**src/rtl/instr_sequencer_if.sv**
```systemverilog
// Sequencer bundle: program-load/start controls in, reg_file_alu control and data out.
interface instr_sequencer_if #(
  parameter int DATA_W  = 8,
  parameter int RADDR_W = 4,
  parameter int PC_W    = 4
);
  logic               prog_we;
  logic [PC_W-1:0]    prog_addr;
  logic [23:0]        prog_data;
  logic               start;
  logic               busy;
  logic               done;
  logic [PC_W-1:0]    pc;
  logic [RADDR_W-1:0] RA1;
  logic [RADDR_W-1:0] RA2;
  logic [RADDR_W-1:0] WA;
  logic [DATA_W-1:0]  external_data_in;
  logic               RegWrite;
  logic               ALUSrc;
  logic [1:0]         ALUControl;

  modport master (
    output prog_we, prog_addr, prog_data, start,
    input  busy, done, pc, RA1, RA2, WA, external_data_in, RegWrite, ALUSrc, ALUControl
  );

  modport slave (
    input  prog_we, prog_addr, prog_data, start,
    output busy, done, pc, RA1, RA2, WA, external_data_in, RegWrite, ALUSrc, ALUControl
  );
endinterface

```
**src/rtl/instr_sequencer.sv**
```systemverilog
// Program sequencer for reg_file_alu: fetch, execute, one-cycle writeback strobe.
module instr_sequencer #(
  parameter int DATA_W  = 8,
  parameter int RADDR_W = 4,
  parameter int DEPTH   = 16,
  parameter int PC_W    = 4
) (
  input logic               clk,
  input logic               reset,
  instr_sequencer_if.slave  bus
);
  localparam logic [1:0] IDLE  = 2'd0;
  localparam logic [1:0] FETCH = 2'd1;
  localparam logic [1:0] EXEC  = 2'd2;
  localparam logic [1:0] WB    = 2'd3;

  localparam logic [1:0] OP_NOP  = 2'b00;
  localparam logic [1:0] OP_R    = 2'b01;
  localparam logic [1:0] OP_I    = 2'b10;
  localparam logic [1:0] OP_HALT = 2'b11;

  logic [1:0]         state;
  logic [1:0]         op_q;
  logic [23:0]        mem [DEPTH];
  logic [23:0]        fetch_word;
  logic [PC_W-1:0]    pc_q;
  logic               done_q;
  logic               regwrite_q;
  logic               alusrc_q;
  logic [1:0]         aluctl_q;
  logic [RADDR_W-1:0] ra1_q, ra2_q, wa_q;
  logic [DATA_W-1:0]  imm_q;

  assign fetch_word = mem[pc_q];

  // Program memory is deliberately left out of reset; loads are only taken while idle.
  always_ff @(posedge clk) begin
    if (bus.prog_we && state == IDLE)
      mem[bus.prog_addr] <= bus.prog_data;
  end

  always_ff @(posedge clk) begin
    if (reset) begin
      state      <= IDLE;
      op_q       <= OP_NOP;
      pc_q       <= '0;
      done_q     <= 1'b0;
      regwrite_q <= 1'b0;
      alusrc_q   <= 1'b0;
      aluctl_q   <= '0;
      ra1_q      <= '0;
      ra2_q      <= '0;
      wa_q       <= '0;
      imm_q      <= '0;
    end else begin
      done_q <= 1'b0;
      case (state)
        IDLE: begin
          if (bus.start) begin
            state <= FETCH;
            pc_q  <= '0;
          end
        end
        // Operand fields are registered on FETCH exit so they are stable for all of EXEC and WB.
        FETCH: begin
          op_q     <= fetch_word[23:22];
          aluctl_q <= fetch_word[21:20];
          wa_q     <= RADDR_W'(fetch_word[19:16]);
          ra1_q    <= RADDR_W'(fetch_word[15:12]);
          ra2_q    <= RADDR_W'(fetch_word[11:8]);
          imm_q    <= DATA_W'(fetch_word[7:0]);
          alusrc_q <= (fetch_word[23:22] == OP_I);
          state    <= EXEC;
        end
        EXEC: begin
          regwrite_q <= (op_q == OP_R) || (op_q == OP_I);
          state      <= WB;
        end
        WB: begin
          regwrite_q <= 1'b0;
          if (op_q == OP_HALT) begin
            state  <= IDLE;
            done_q <= 1'b1;
          end else begin
            pc_q  <= pc_q + 1'b1;
            state <= FETCH;
          end
        end
        default: state <= IDLE;
      endcase
    end
  end

  assign bus.busy             = (state != IDLE);
  assign bus.done             = done_q;
  assign bus.pc               = pc_q;
  assign bus.RA1              = ra1_q;
  assign bus.RA2              = ra2_q;
  assign bus.WA               = wa_q;
  assign bus.external_data_in = imm_q;
  assign bus.RegWrite         = regwrite_q;
  assign bus.ALUSrc           = alusrc_q;
  assign bus.ALUControl       = aluctl_q;
endmodule

```
**src/flat_wrapper.sv**
```systemverilog
// flat-port wrapper written by rule: the top's interface ports become plain ports
module instr_sequencer_flat 
#(
  parameter int DATA_W  = 8,
  parameter int RADDR_W = 4,
  parameter int DEPTH   = 16,
  parameter int PC_W    = 4
)
  (clk, reset, bus_prog_we, bus_prog_addr, bus_prog_data, bus_start, bus_busy, bus_done, bus_pc, bus_RA1, bus_RA2, bus_WA, bus_external_data_in, bus_RegWrite, bus_ALUSrc, bus_ALUControl);
  instr_sequencer_if #(.DATA_W(DATA_W), .RADDR_W(RADDR_W), .PC_W(PC_W)) bus_i ();
  input logic clk;
  input logic reset;
  input wire logic [$bits(bus_i.prog_we)-1:0] bus_prog_we;
  input wire logic [$bits(bus_i.prog_addr)-1:0] bus_prog_addr;
  input wire logic [$bits(bus_i.prog_data)-1:0] bus_prog_data;
  input wire logic [$bits(bus_i.start)-1:0] bus_start;
  output wire logic [$bits(bus_i.busy)-1:0] bus_busy;
  output wire logic [$bits(bus_i.done)-1:0] bus_done;
  output wire logic [$bits(bus_i.pc)-1:0] bus_pc;
  output wire logic [$bits(bus_i.RA1)-1:0] bus_RA1;
  output wire logic [$bits(bus_i.RA2)-1:0] bus_RA2;
  output wire logic [$bits(bus_i.WA)-1:0] bus_WA;
  output wire logic [$bits(bus_i.external_data_in)-1:0] bus_external_data_in;
  output wire logic [$bits(bus_i.RegWrite)-1:0] bus_RegWrite;
  output wire logic [$bits(bus_i.ALUSrc)-1:0] bus_ALUSrc;
  output wire logic [$bits(bus_i.ALUControl)-1:0] bus_ALUControl;
  assign bus_i.prog_we = bus_prog_we;
  assign bus_i.prog_addr = bus_prog_addr;
  assign bus_i.prog_data = bus_prog_data;
  assign bus_i.start = bus_start;
  assign bus_busy = bus_i.busy;
  assign bus_done = bus_i.done;
  assign bus_pc = bus_i.pc;
  assign bus_RA1 = bus_i.RA1;
  assign bus_RA2 = bus_i.RA2;
  assign bus_WA = bus_i.WA;
  assign bus_external_data_in = bus_i.external_data_in;
  assign bus_RegWrite = bus_i.RegWrite;
  assign bus_ALUSrc = bus_i.ALUSrc;
  assign bus_ALUControl = bus_i.ALUControl;
  instr_sequencer #(.DATA_W(DATA_W), .RADDR_W(RADDR_W), .DEPTH(DEPTH), .PC_W(PC_W)) u_core (.clk(clk), .reset(reset), .bus(bus_i));
endmodule
```
**config.mk**
```make
export PLATFORM = sky130hd
export DESIGN_NAME = instr_sequencer_flat
export DESIGN_NICKNAME = d
export VERILOG_FILES = /design/src/rtl/instr_sequencer_if.sv /design/src/rtl/instr_sequencer.sv /design/src/flat_wrapper.sv
export SDC_FILE = /design/constraint.sdc
export NUM_CORES = 1
export LEC_CHECK = 0
export ABC_AREA = 1
export CAP_MARGIN = 25
export CORE_MARGIN = 2
export CORE_UTILIZATION = 49
export DETAILED_ROUTE_END_ITERATION = 8
export GPL_TIMING_DRIVEN = 0
export PLACE_DENSITY = 0.66
export SLEW_MARGIN = 30
export SYNTH_ARGS = -nofsm -noshare
export SYNTH_HDL_FRONTEND = slang
export SYNTH_SLANG_ARGS = --single-unit
```
**constraint.sdc**
```tcl
create_clock -name clk -period 3.27 [get_ports clk]
set_input_delay 0.8175 -clock clk [delete_from_list [all_inputs] [get_ports clk]]
set_output_delay 0.8175 -clock clk [all_outputs]
set_load 0.02 [all_outputs]
```
# Yosys cells after proc, flatten, opt, wreduce, memory -nomap -nowiden
# Memory sizes are Yosys's and may differ from the RTL's. A register that Yosys moved wholly into a read port is not among the register bits.
# Cells that the tools add are included.
# word_totals
ramBits	384
inputBits	32
output_inout_bits	30
wordCells	43
regBits	33
memories	1
# op_classes
eq_ne	9
n_reduce_logical	8
n_bitwise	1
n_mux	12
add_sub_neg	1
# mem_list
memory	words	word_bits	rd	rd_ports_with_merged_regs	wr	line	source
u_core.mem	16	24	1	1	1	instr_sequencer.sv:24	logic [23:0] mem [DEPTH];
# ops
cell	count
two-way mux 4 bit	4
== test 2 bit (second input constant)	5
one-hot mux 2 bit (4 select lines)	1
one-hot mux 4 bit (2 select lines)	1
nonzero test 2 bit	3
adder 4 x 1 -> 4 bit (second input constant)	1
== test 2 x 1 -> 1 bit (second input constant)	2
two-way mux 1 bit	4
!= test 2 bit (second input constant)	2
AND reduction 3 bit	1
logical NOT 2 bit	1
two-way mux 2 bit	1
one-hot mux 1 bit (2 select lines)	1
OR reduction 2 bit	1
logical AND 1 bit	1
logical OR 1 bit	1
inverter 1 bit	1

# Logic depth before layout (Yosys ltp)
# depth
depth_word	5
depth_mapped	12
ltp_nobuf	10

# Worst setup path after synthesis
# No wires, ideal clock.
# synth_path
path_kind	in2reg
start	input bus_prog_we
end	memory u_core.mem[4][0] (enable)
stages	4
path_buffers	0
required_ps	2865
setup_ps	405
arrival_ps	2118
slack_ps	747
cell_sequence	nand2_1 -> inv_1 -> nand3b_1 -> nor2_1
# synth_between
elab_chain_len	3
# synth_lines
item	line	source
from (decl)	flat_wrapper.sv:13	input wire logic [$bits(bus_i.prog_we)-1:0] bus_prog_we;
logical AND 1 bit	instr_sequencer.sv:38	if (bus.prog_we && state == IDLE)
two-way mux 1 bit	instr_sequencer.sv:38	
two-way mux 1 bit (not written as such)	instr_sequencer.sv:39	mem[bus.prog_addr] <= bus.prog_data;
to (decl)	instr_sequencer.sv:24	
# Every way passes these cells.

# Final worst setup path
# layout_path
start	register u_core.state[0]
end	output bus_busy
# layout_between
elab_chain_len	1
# layout_lines
item	line	source
from (decl)	instr_sequencer.sv:22	logic [1:0] state;
from (signal assigned)	instr_sequencer.sv:44	state <= IDLE;
from (signal assigned)	instr_sequencer.sv:60	state <= FETCH;
from (signal assigned)	instr_sequencer.sv:73	state <= EXEC;
nonzero test 2 bit	instr_sequencer.sv:94	assign bus.busy = (state != IDLE);
to (decl)	flat_wrapper.sv:17	output wire logic [$bits(bus_i.busy)-1:0] bus_busy;
# Every way passes these cells.

==> flow_summary.yaml <==
synthesis:
  yosys_warnings: 0
  avgSynthCellArea_um2: 12.1
  synth_nets: 1420
  synth_cell_types: 26
  synth_area_mm2: 0.0167
  yosysSeqAreaShare_pct: 73.6
  synthCells: 1381
  synth.ff_latch_count: 421
setup_path:
  critPathTopFamily: "buffers and inverters"
  slowest_delay_ns: 0.61
  worstPathCellList: "inv_1 > ha_1 > inv_1 > clkdlybuf4s50_1"
  cpMostUsedCell: "inv_1"
  worst-setup-path-type: "reg2out"
  required_ns: 2.45
  cp_slowest_cell: "clkdlybuf4s50_1"
  crit_buf_inv: 3
  end_kind: "output port"
  cp.arrival_ns: 1.98
  start_kind: "flop"
  crit_fanout: 5
clock_network:
  clockBufferDepth: 3
  cts_tree: "done"
  clk_pin_slew_ns: 0.06
  postCtsSetupBuffers: 0
  cts_root_buffer: "clkbuf_16"
  cts_hold_buf: 0
  clock_sinks: 421
  htree_num_levels: 2
  numCtsBuffers: 43
  clk_latency_ns: 0.53
  cts_resized: 0
hold_path:
  worstHoldPathType: "reg2reg"
timing:
  clock_skew_ns: 0.0110
  setup_viol: 0
  fin_crit_ns: 2.79
  fin_ws_ns: 0.477
  hold_viol: 0
  tightest_slew_ns: 0.960
  hold_ws_ns: 0.475
  min_period_over_period_pct: 85.4
  rsz0062_at_grt: "no"
  final.setup.tns_ns: 0
  clock.fmax_mhz: 358
  max_slew_margin_pct: 35.8
  drv_slew: 0
cells_and_area:
  syn_to_final_growth_pct: 18.2
  drive_gt1_share_pct: 9.00
  fin_util_pct: 58.8
  final_area_mm2: 0.0197
  fillers: 2725
  final_nets: 1542
  diodes: 0
  instances_no_fill: 1982
detailed_routing:
  drc_errors: 0
  drt_iter0_markers: 1383
  dr.max_layer_used: "met4"
  via_per_inst: 5.75
  wl_met2_um: 21400
  first_pass_iters: 6
  wl_met3_um: 4230
  wirelength_met1_um: 17900
  vias: 11400
  routed_wl_um: 46000
  wire_per_inst_um: 23.2
  ant_nets: 0
placed_design:
  place_area_mm2: 0.0184
  io_buffers: 61
  place_hpwl_um: 31200
  gp_congestion: 0.875
  place_worst_setup_slack_ns: 0.325
  dp_cells: 1906
floorplanning:
  fp.dieH_um: 189
  rows: 67
  initial_utilization_pct: 49.8
  die-area_mm2: 0.0355
  die_w_um: 189
  coreArea_mm2: 0.0335
  ioPinCount: 62
job:
  maxCapViolCount: 0
global_routing:
  grt_max_degree: 22
  antenna_found_initial: 1
  grt_pass1_vias: 11100
  grt_first_pass_wirelength_um: 67200
  gr-total-overflow: 0
  grt_usage_pct: 25.9
power:
  ir_drop_v: 0.000500
  p_total_mw: 13.0
  power.density_mw_per_mm2: 658
  cellLeakagePower_nw: 6.97
status:
  outcome: "finished clean"
[cell usage after synthesis]
| library cell | number | area [um2] |
|---|---|---|
| edfxtp_1 | 384 | 11500 |
| nand2_1 | 231 | 867 |
| nor2_1 | 230 | 863 |
| o21ai_0 | 113 | 566 |
| nand3_1 | 112 | 561 |
| a21oi_1 | 51 | 255 |
| inv_1 | 51 | 191 |
| dfxtp_1 | 37 | 741 |
| clkbuf_1 | 36 | 135 |
| buf_2 | 32 | 160 |
| o211ai_1 | 22 | 165 |
| o221ai_1 | 22 | 193 |
| o31ai_1 | 22 | 165 |
| buf_1 | 8 | 30.0 |
| ha_1 | 7 | 87.6 |
| buf_6 | 5 | 56.3 |
| buf_4 | 4 | 30.0 |
| inv_2 | 4 | 15.0 |
| a211oi_1 | 2 | 15.0 |
| o21ai_1 | 2 | 10.0 |
| a2111oi_0 | 1 | 8.76 |
| a31o_2 | 1 | 8.76 |
| and3_1 | 1 | 6.26 |
| nand3b_1 | 1 | 7.51 |
| nor3_1 | 1 | 5.00 |
| xnor2_1 | 1 | 8.76 |
[power breakdown]
part	switching [mW]	leakage, nW	internal [mW]	total, mW
Combinational	1.35	2.54	0.666	2.02
Sequential	0.110	3.76	6.12	6.23
Clock	1.97	0.665	2.77	4.74
Total	3.43	6.97	9.56	13.0
[logic make-up after synthesis]
family	after synthesis	share of synthesized area, %
adders and majority gates	7	0.525
DFF	421	73.6
buffers and inverters	140	3.71
and+or+nand+nor	576	13.8
AOI/OAI and AO/OA	236	8.31
xor gates and xnor gates	1	0.0525
[routing by layer]
layer	global-route usage, %	vias to the layer above
met2	41.8	613
met4	13.5	0
li1	-	5154
met1	33.8	5507
met5	0	-
met3	4.40	122
[cells in the final DEF, fill, tap and decap left out, types with 2 or more instances in the layout]
| cell | synthesis | layout |
|---|---|---|
| o21ai_1 | 2 | 2 |
| nand3_1 | 112 | 112 |
| bufinv_16 | 0 | 2 |
| buf_2 | 32 | 32 |
| buf_6 | 5 | 5 |
| inv_1 | 51 | 51 |
| buf_1 | 8 | 8 |
| clkbuf_16 | 0 | 45 |
| clkinv_2 | 0 | 5 |
| a211oi_1 | 2 | 2 |
| a21oi_1 | 51 | 51 |
| ha_1 | 7 | 7 |
| o211ai_1 | 22 | 22 |
| buf_4 | 4 | 4 |
| buf_16 | 0 | 12 |
| buf_8 | 0 | 4 |
| o221ai_1 | 22 | 22 |
| inv_2 | 4 | 4 |
| clkbuf_1 | 36 | 42 |
| edfxtp_1 | 384 | 384 |
| clkdlybuf4s50_1 | 0 | 61 |
| clkbuf_8 | 0 | 5 |
| nand2_1 | 231 | 231 |
| nor2_4 | 0 | 16 |
| o21ai_0 | 113 | 113 |
| dfxtp_1 | 37 | 37 |
| o31ai_1 | 22 | 22 |
| clkinv_1 | 0 | 10 |
| nor2_1 | 230 | 214 |
[final timing paths]
kind,startpoint,end,slack (ns),depth (start not counted)
min reg2reg,u_core.op_q[1]$_SDFFE_PP0N_,u_core.op_q[1]$_SDFFE_PP0N_,0.47,2
min,u_core.op_q[1]$_SDFFE_PP0N_,u_core.op_q[1]$_SDFFE_PP0N_,0.47,2
max reg2reg,u_core.state[1]$_SDFFE_PP0N_,u_core.mem[6][17]$_DFFE_PP_,0.86,7
max,u_core.state[0]$_SDFFE_PP0N_,bus_busy,0.48,4
[state kept, by name (all words and copies together) (netlist names), named ones only]
register / flops
u_core.bus.WA: 4
u_core.op_q: 2
u_core.bus.RegWrite: 1
u_core.bus.ALUControl: 2
u_core.bus.external_data_in: 8
u_core.bus.done: 1
u_core.bus.RA2: 4
u_core.bus.RA1: 4
u_core.mem: 384
u_core.bus.ALUSrc: 1
u_core.state: 2
u_core.bus.pc: 4
[tightest hold or removal path: stages (launching register included)]
cell	delay [ns]
dfxtp_1	0.31
nand2_1	0.06
a21oi_1	0.05
[final cells by class]
type | instances | area, um2 | area share, %
buffer | 85 | 412 | 2.09
clock buffer | 56 | 1220 | 6.17
clock inverter | 20 | 144 | 0.729
inverter | 55 | 206 | 1.05
multi-input combinational | 820 | 3910 | 19.8
sequential | 421 | 12300 | 62.2
tap | 448 | 561 | 2.84
timing repair buffer | 77 | 1000 | 5.07
(Power assumes the default switching activity.)
